==> config.mk <==
export PLATFORM = sky130hd
export DESIGN_NAME = bit_map_alloc_ctrl
export DESIGN_NICKNAME = d
export VERILOG_FILES = /design/src/rtl/mem_mgr_pkg.sv /design/src/rtl/bit_map_alloc_ctrl_rr_arbiter.sv /design/src/rtl/bit_map_alloc_ctrl.sv
export SDC_FILE = /design/constraint.sdc
export NUM_CORES = 1
export LEC_CHECK = 0
export ABC_CLOCK_PERIOD_IN_PS = 5400
export CAP_MARGIN = 20
export CORE_UTILIZATION = 40
export DETAILED_ROUTE_END_ITERATION = 10
export PLACE_DENSITY = 0.81
export SYNTH_ARGS = -nofsm -noshare
export SYNTH_HDL_FRONTEND = slang
export SYNTH_SLANG_ARGS = --single-unit
==> constraint.sdc <==
create_clock -name clk -period 5.4 [get_ports clk]
set_clock_uncertainty 0.15 [all_clocks]
set_input_delay 1.08 -clock clk [delete_from_list [all_inputs] [get_ports clk]]
set_output_delay 1.08 -clock clk [all_outputs]
set_load 0.02 [all_outputs]
==> src/rtl/mem_mgr_pkg.sv <==
// Shared memory-manager definitions: default sizes, block-address width
// helper and the allocation FSM state encoding.
package mem_mgr_pkg;

    localparam int DEF_PORTS = 4;
    localparam int DEF_WIDTH = 8;
    localparam int DEF_DEPTH = 8;

    typedef enum logic [1:0] {
        S_IDLE = 2'd0,
        S_GNT  = 2'd1,
        S_GAP  = 2'd2
    } alloc_state_t;

    // Block address = column bits + row bits of the bitmap.
    function automatic int addr_width(input int width, input int depth);
        return $clog2(width) + $clog2(depth);
    endfunction

endpackage

==> src/rtl/bit_map_alloc_ctrl_rr_arbiter.sv <==
// Round-robin arbiter: picks the first eligible requester at or after the
// pointer; the pointer moves to the port after the winner when adv is high.
module rr_arbiter #(
    parameter int N = 4
) (
    input  logic         clk,
    input  logic         rst,
    input  logic [N-1:0] req,
    input  logic [N-1:0] mask,
    input  logic         adv,
    output logic [N-1:0] gnt
);

    localparam int PTR_W = $clog2(N);

    logic [PTR_W-1:0] ptr;
    logic [PTR_W-1:0] win_idx;
    logic             found;
    logic [N-1:0]     eligible;

    // Combinational winner search starting at the pointer.
    always_comb begin
        eligible = req & ~mask;
        gnt      = '0;
        win_idx  = '0;
        found    = 1'b0;
        for (int k = 0; k < N; k++) begin
            if (!found && eligible[(int'(ptr) + k) % N]) begin
                found                      = 1'b1;
                win_idx                    = PTR_W'((int'(ptr) + k) % N);
                gnt[(int'(ptr) + k) % N]   = 1'b1;
            end
        end
    end

    // Pointer advances past the winner only when the grant is actually used.
    always_ff @(posedge clk) begin
        if (!rst) begin
            ptr <= '0;
        end else if (adv && found) begin
            ptr <= (win_idx == PTR_W'(N - 1)) ? '0 : win_idx + 1'b1;
        end
    end

endmodule

==> src/rtl/bit_map_alloc_ctrl.sv <==
// Allocation/free controller in front of the free-block bitmap.
// Alloc requesters are granted round-robin onto bitmap set port 1 at the
// bitmap's advertised free address, followed by GAP idle cycles so that
// address can settle. Free requesters are accepted round-robin, one per
// cycle, onto bitmap clear port 2.
// Optional macro BIT_MAP_ALLOC_RESERVE_EN: while bm_almost_full is high only
// port 0 may be granted an allocation.
// Handshakes: alloc_req is a level held until its one-cycle alloc_gnt pulse;
// a free transfers on the rising edge where free_valid & free_ready.
module bit_map_alloc_ctrl
    import mem_mgr_pkg::*;
#(
    parameter int PORTS  = DEF_PORTS,
    parameter int WIDTH  = DEF_WIDTH,
    parameter int DEPTH  = DEF_DEPTH,
    parameter int ADDR_W = addr_width(WIDTH, DEPTH),
    parameter int GAP    = 1
) (
    input  logic                    clk,
    input  logic                    rst,
    input  logic [PORTS-1:0]        alloc_req,
    output logic [PORTS-1:0]        alloc_gnt,
    output logic [ADDR_W-1:0]       alloc_addr,
    input  logic [PORTS-1:0]        free_valid,
    input  logic [PORTS*ADDR_W-1:0] free_addr,
    output logic [PORTS-1:0]        free_ready,
    output logic                    bm_wr_en_1,
    output logic [ADDR_W-1:0]       bm_wr_addr_1,
    output logic                    bm_wr_val_1,
    output logic                    bm_wr_en_2,
    output logic [ADDR_W-1:0]       bm_wr_addr_2,
    output logic                    bm_wr_val_2,
    input  logic [ADDR_W-1:0]       bm_emp_ready_addr,
    input  logic                    bm_full,
    input  logic                    bm_almost_full,
    output logic                    alloc_stall,
    output logic [1:0]              alloc_state
);

    alloc_state_t       state;
    logic [3:0]         gap_cnt;
    logic [PORTS-1:0]   allowed;
    logic [PORTS-1:0]   arb_gnt;
    logic               arb_open;
    logic               take;
    logic               stall_next;
    logic [PORTS-1:0]   free_gnt;
    logic               free_take;
    logic [ADDR_W-1:0]  free_sel;

    assign alloc_state = state;

    // Ports currently allowed to compete for an allocation.
    always_comb begin
        allowed = '1;
`ifdef BIT_MAP_ALLOC_RESERVE_EN
        if (bm_almost_full) allowed = PORTS'(1);
`endif
    end

`ifndef BIT_MAP_ALLOC_RESERVE_EN
    logic almost_full_unused;
    assign almost_full_unused = bm_almost_full;
`endif

    // The port granted last cycle is masked so a lingering req is not regranted.
    rr_arbiter #(.N(PORTS)) u_alloc_arb (
        .clk  (clk),
        .rst  (rst),
        .req  (alloc_req & allowed),
        .mask (alloc_gnt),
        .adv  (take),
        .gnt  (arb_gnt)
    );

    // Arbitration edges: idle, end of gap, or straight after a grant when GAP is 0.
    always_comb begin
        arb_open = (state == S_IDLE) ||
                   (state == S_GAP && gap_cnt == 4'd0) ||
                   (state == S_GNT && GAP == 0);
        take     = arb_open && !bm_full && (|arb_gnt);
    end

    // Stall flags any unmasked request that is being held off by the bitmap state.
    always_comb begin
        stall_next = bm_full && (|(alloc_req & ~alloc_gnt));
`ifdef BIT_MAP_ALLOC_RESERVE_EN
        if (bm_almost_full && (|(alloc_req & ~alloc_gnt & ~PORTS'(1))))
            stall_next = 1'b1;
`endif
    end

    // Alloc FSM with registered grant, address and bitmap set-port outputs.
    always_ff @(posedge clk) begin
        if (!rst) begin
            state        <= S_IDLE;
            gap_cnt      <= 4'd0;
            alloc_gnt    <= '0;
            alloc_addr   <= '0;
            bm_wr_en_1   <= 1'b0;
            bm_wr_addr_1 <= '0;
            bm_wr_val_1  <= 1'b0;
            alloc_stall  <= 1'b0;
        end else begin
            alloc_stall <= stall_next;
            alloc_gnt   <= '0;
            bm_wr_en_1  <= 1'b0;
            bm_wr_val_1 <= 1'b0;
            if (take) begin
                state        <= S_GNT;
                alloc_gnt    <= arb_gnt;
                alloc_addr   <= bm_emp_ready_addr;
                bm_wr_addr_1 <= bm_emp_ready_addr;
                bm_wr_en_1   <= 1'b1;
                bm_wr_val_1  <= 1'b1;
            end else begin
                case (state)
                    S_GNT: begin
                        if (GAP > 0) begin
                            state   <= S_GAP;
                            gap_cnt <= 4'(GAP - 1);
                        end else begin
                            state <= S_IDLE;
                        end
                    end
                    S_GAP: begin
                        if (gap_cnt == 4'd0) state <= S_IDLE;
                        else                 gap_cnt <= gap_cnt - 4'd1;
                    end
                    default: state <= S_IDLE;
                endcase
            end
        end
    end

    // Free side: combinational accept, no masking, own pointer.
    rr_arbiter #(.N(PORTS)) u_free_arb (
        .clk  (clk),
        .rst  (rst),
        .req  (free_valid),
        .mask ('0),
        .adv  (free_take),
        .gnt  (free_gnt)
    );

    assign free_ready  = rst ? free_gnt : '0;
    assign free_take   = |(free_valid & free_ready);
    assign bm_wr_val_2 = 1'b0;

    // Select the accepted port's address.
    always_comb begin
        free_sel = '0;
        for (int i = 0; i < PORTS; i++) begin
            if (free_gnt[i]) free_sel = free_sel | free_addr[i*ADDR_W +: ADDR_W];
        end
    end

    // Issue the accepted free to the bitmap clear port one cycle later.
    always_ff @(posedge clk) begin
        if (!rst) begin
            bm_wr_en_2   <= 1'b0;
            bm_wr_addr_2 <= '0;
        end else begin
            bm_wr_en_2 <= free_take;
            if (free_take) bm_wr_addr_2 <= free_sel;
        end
    end

endmodule

Yosys cells after proc, flatten, opt, wreduce, memory -nomap -nowiden
Index checks and enable logic that the tools add are counted.
Word-level totals
  output and inout bits: 33
  register bits after elaboration: 29
  word-level logic and storage cells: 181
  input port bits: 42
Operators by class
  order comparisons: 16
  $add $sub $neg: 9
  mux-type cells: 75
  reductions and logical operators: 43
  bitwise logic cells: 20
  eq/ne operators: 7
Operators with widths (count)
  2-to-1 mux 4 bit: 10
  2-to-1 mux 1 bit: 32
  less-than comparator 3 x 4 -> 1 bit (second input constant): 6
  2-to-1 mux 6 bit: 4
  OR 4 bit: 6
  2-to-1 mux 2 bit: 11
  logical AND 1 bit: 20
  greater-or-equal comparator 3 x 1 -> 1 bit (second input constant): 6
  OR 6 bit: 3
  binary-select mux 1 bit (select 2 bit): 8
  demux 1 bit (select 2 bit): 8
  OR reduction 2 bit: 7
  OR reduction 4 bit: 3
  adder 2 x 1 -> 2 bit (second input constant): 4
  adder 2 bit (second input constant): 4
  AND 4 bit: 2
  one-hot mux 4 bit (2 select lines): 1
  zero test 1 bit: 7
  AND 1 bit (first input constant): 6
  equality test 2 bit (second input constant): 3
  less-than comparator 2 x 3 -> 1 bit (second input constant): 2
  greater-or-equal comparator 2 x 1 -> 1 bit (second input constant): 2
  zero test 4 bit: 1
  inverter 4 bit: 1
  other kinds (12): 13

Logic depth before layout (Yosys ltp)
  depth after elaboration: 21
  mapped depth: 14
  depth with buffers taken out: 10

By module
From an unflattened synthesis, not the netlist that was laid out.
Second synthesis, totals
  cells, all modules: 301
  area, all modules: 2627.5 um^2
Modules (own cells, without submodules)
  rr_arbiter: times used 2, cells an instance 79, area an instance 680.7 um^2, sequential area each 40.0 um^2
  bit_map_alloc_ctrl: times used 1, cells an instance 143, area an instance 1266.2 um^2, sequential area each 500.5 um^2

Least setup slack after synthesis
OpenSTA, ideal clock, no wires.
  path type: register to output
  start: reg with a tool-made name
  end: out free_ready[2]
  required time: 4170 ps
  cell stages (with the launch flop): 10
  arrival time: 3039 ps
  setup slack: 1131 ps
  cell sequence: dfxtp_1 -> clkbuf_1 -> clkbuf_1 -> inv_1 -> ha_1 -> mux4_2 -> nor2b_1 -> a221oi_1 -> o2bb2ai_1 -> and2_1
RTL lines
  end: declaration: RTL line bit_map_alloc_ctrl.sv:26  | output logic [PORTS-1:0] free_ready,

Worst setup path in the final report
  start: in free_valid[2]
  end: out free_ready[2]
On the way
  longest elaborated chain between the ends: 13
RTL lines
  start: declaration: RTL line bit_map_alloc_ctrl.sv:24  | input logic [PORTS-1:0] free_valid,
  binary-select mux 1 bit (select 2 bit): RTL line bit_map_alloc_ctrl_rr_arbiter.sv:28  | if (!found && eligible[(int'(ptr) + k) % N]) begin
  2-to-1 mux 1 bit (not written as such): RTL line bit_map_alloc_ctrl_rr_arbiter.sv:28
  2-to-1 mux 1 bit: RTL line bit_map_alloc_ctrl_rr_arbiter.sv:28
  zero test 1 bit: RTL line bit_map_alloc_ctrl_rr_arbiter.sv:28
  logical AND 1 bit: RTL line bit_map_alloc_ctrl_rr_arbiter.sv:28
  2-to-1 mux 1 bit: RTL line bit_map_alloc_ctrl_rr_arbiter.sv:28
  zero test 1 bit: RTL line bit_map_alloc_ctrl_rr_arbiter.sv:28
  logical AND 1 bit: RTL line bit_map_alloc_ctrl_rr_arbiter.sv:28
  2-to-1 mux 1 bit: RTL line bit_map_alloc_ctrl_rr_arbiter.sv:28
  zero test 1 bit: RTL line bit_map_alloc_ctrl_rr_arbiter.sv:28
  logical AND 1 bit: RTL line bit_map_alloc_ctrl_rr_arbiter.sv:28
  2-to-1 mux 4 bit (*): RTL line bit_map_alloc_ctrl_rr_arbiter.sv:28
  2-to-1 mux 4 bit (*): RTL line bit_map_alloc_ctrl.sv:146  | assign free_ready = rst ? free_gnt : '0;
Mark *: on every way between the ends. The rest lies on a longest branch, timed or not. The select of a mux whose other input is x is not followed.

==> flow_metrics.tcl <==
set metrics [dict create \
    synthTopCellsByArea "dfxtp_1 (25%), ha_1 (11%), mux4_2 (4.8%)" \
    min_path_type "flop to flop" \
    synth_top_area_share_pct 24.6 \
    r2r_cells 10 \
    port_buffers 72 \
    synth_top_cell_by_area "dfxtp_1" \
    hold_violations 0 \
    critPathTopFamily "buffers and inverters" \
    routed_wl_mm 5.98 \
    io-pin-count 75 \
    finalMaxSlewViolations 0 \
    cts_buffer_depth 2 \
    clock-sinks 29 \
    fin_setup_tns_ps 0 \
    grt_pass1_wl_mm 9.92 \
    core_area_um2 5610 \
    crit_chain "clkdlybuf4s50_1, mux4_2, nor2b_1, a221oi_1, o2bb2ai_1, and2_1, clkdlybuf4s50_1" \
    drv_cap 0 \
    chipHeight_um 78.8 \
    crit_fanout 12 \
    drt_iter0_drc 115 \
    ys_seq_area_share_pct 24.6 \
    clk_pin_slew_ps 60 \
    worstMarginPinSlew_ps 1020 \
    ff2ff_setup_slack_ps 1260 \
    die_area_um2 6210 \
    synth_seq_cells 29 \
    p_leak_nw 1.22 \
    avgSynthCellArea_um2 8.34 \
    cp.arrival_ps 3760 \
    ys_warn_count 0 \
    cts_tree "yes" \
    ir_drop_uv 249 \
    cp_slowest_stage_delay_ps 640 \
    r2r_end "gap_cnt[0]" \
    rsz0062_at_grt "no" \
    grt_use_met1_pct 23.7 \
    path_buf_inv 2 \
    post-route-period-util_pct 92.5 \
    holdPathStages 2 \
    maxSlewHeadroom_pct 32.2 \
    start_util_pct 42.1 \
    die_x_um 78.8 \
    worstPathRequired_ps 4170 \
    crit_cells 7 \
    first_pass_iters 4 \
    grt-ovfl-total 0 \
    end_kind "output pin" \
    cts_buffers 5 \
    dominantRegCellSynth "dfxtp_1" \
    syn_area_um2 2360 \
    use_met2_pct 35.1 \
    slowest_stage "mux4_2" \
    crit_top_cell "clkdlybuf4s50_1" \
    setup.worst_path.end "free_ready[2]" \
    hold_slack_ps 348 \
    synth_top_cells_by_count "dfxtp_1 (29), nor2_1 (29), ha_1 (20), a21oi_1 (17), nor2b_1 (15)" \
    min_period_ps 4990 \
    fmax_mhz 200 \
    ant_nets 0 \
    synth.area.mux_share_pct 10.4 \
    cts_resized 0 \
    syn_nets 345 \
    htreeDepth 2 \
    crit_start "free_valid[2]" \
    setup_viol_count_final 0 \
    synth_top_family_by_area "compound AO/OA/AOI/OAI gates" \
    top_usage_layer "met2" \
    grt_max_degree 21 \
    cts_setup_buffers 0 \
    vias 2319 \
    vias_per_cell 5.53 \
    drc 0 \
    critical_path_class "input pin to output pin" \
    gp_congestion 0.863 \
    yosys.area_share.simple_pct 20.8 \
    met3_usage_pct 6.55 \
    hold_buffers 0 \
    cts_root_buffer "clkbuf_8" \
    synthXorXnorAreaFrac_pct 0 \
    p_per_area_nw_per_um2 510 \
    grt_use_total_pct 20.3 \
    synth_compound_area_share_pct 24.6 \
    area_growth_pct 34.1 \
    ys_async_sr_fraction_pct 0 \
    synth_cells 283 \
    nets 408 \
    crit_path_start_kind "input pin" \
    drive_above_1_share_pct 8.07 \
    final_util_pct 56.5 \
    insertion_delay_ps 280 \
    synth_edf_count 0 \
    synthAdderAreaFrac_pct 10.6 \
    grt_antenna_before_repair 0 \
    num_rows 27 \
    wl_per_cell_um 14.3 \
    grt_pass1_vias 2219 \
    dp_hpwl_mm 4.47 \
    status "finished clean" \
    n_antenna_cell 0 \
    synth.distinct_cells 47 \
]
[how the worst min path moves through the flow]
| stage | start | to | slack, ps |
|---|---|---|---|
| after floorplan | gap_cnt[1] | gap_cnt[1] | 300 |
| after global placement | gap_cnt[1] | gap_cnt[1] | 310 |
| after detailed placement | gap_cnt[2] | gap_cnt[2] | 340 |
| after CTS | gap_cnt[1] | gap_cnt[1] | 350 |
| after global routing | gap_cnt[1] | gap_cnt[1] | 380 |
| final | gap_cnt[1] | gap_cnt[1] | 350 |
[sequential cells by signal (all words and copies together), names as in the netlist, named ones only]
| signal | count |
|---|---|
| alloc_gnt | 4 |
| u_free_arb.ptr | 1 |
| alloc_stall | 1 |
| bm_wr_val_1 | 1 |
| bm_wr_addr_1 | 6 |
| gap_cnt | 4 |
| u_alloc_arb.ptr | 1 |
| bm_wr_en_2 | 1 |
| alloc_state | 2 |
| bm_wr_addr_2 | 6 |
[cells in the final DEF, fill, tap and decap left out, types with 2 or more instances in the layout]
cell and n:
a211oi_1 2, a21o_1 5, a21oi_1 17, a221oi_1 7, a22o_1 4, a22oi_1 8
a31oi_1 10, and2_1 5, and3_1 4, buf_4 8, clkbuf_8 5, clkdlybuf4s50_1 72
clkinv_2 2, dfxtp_1 29, ha_1 20, inv_1 14, mux2_2 2, mux2i_1 11
mux4_2 5, nand2_1 11, nand2b_1 7, nand3_1 4, nand4_1 3, nor2_1 29
nor2b_1 15, nor3_1 9, nor4_1 2, o21ai_0 10, o22ai_1 2, o2bb2ai_1 3
o31ai_1 2, o32ai_1 2, or3_1 3
[metal layers]
layer  vias to the layer above  wire length [µm]
met4                         0                60
met5                         -                 0
met1                      1075              2550
li1                       1155                 -
met2                        83              2890
met3                         6               480
[tightest hold or removal path, delay by kind of cell, from the launching register on]
| family | cells | cell delay [ps] |
|---|---|---|
| DFF | 1 | 320 |
| muxes | 1 | 60 |
| and+or+nand+nor | 1 | 70 |
[through the flow]
| step | cells | power (mW) | area (µm²) | setup slack, ps |
|---|---|---|---|---|
| after detailed placement | 411 | 1.43 | 3080 | 502 |
| after global routing | 419 | 1.74 | 3170 | 280 |
| after global placement | 411 | 1.40 | 3080 | 540 |
| final | 419 | 1.61 | 3170 | 405 |
| after CTS | 419 | 1.62 | 3170 | 433 |
| after floorplan | 283 | 1.11 | 2360 | 1130 |
[power by group]
group	internal, mW	total (mW)	switching [mW]
clock	0.0887	0.176	0.0872
combinational	0.488	1.10	0.613
sequential	0.278	0.338	0.0602
total	0.854	1.61	0.760
[final cells by class]
cell class                 instances  area, µm²
sequential                        29        581
clock buffer                       5       68.8
timing repair buffer              80        781
fill                             529       2440
clock inverter                     3       17.5
inverter                          15       58.8
multi-input combinational        215       1570
tap                               72       90.1
[cell families after synthesis]
logic type | count (synthesis)
DFF | 29
AOI/OAI and AO/OA | 82
muxes | 18
and+or+nand+nor | 94
buffers and inverters | 39
other | 1
adders and majority gates | 20
No activity file was read; power rests on OpenSTA's default activity.
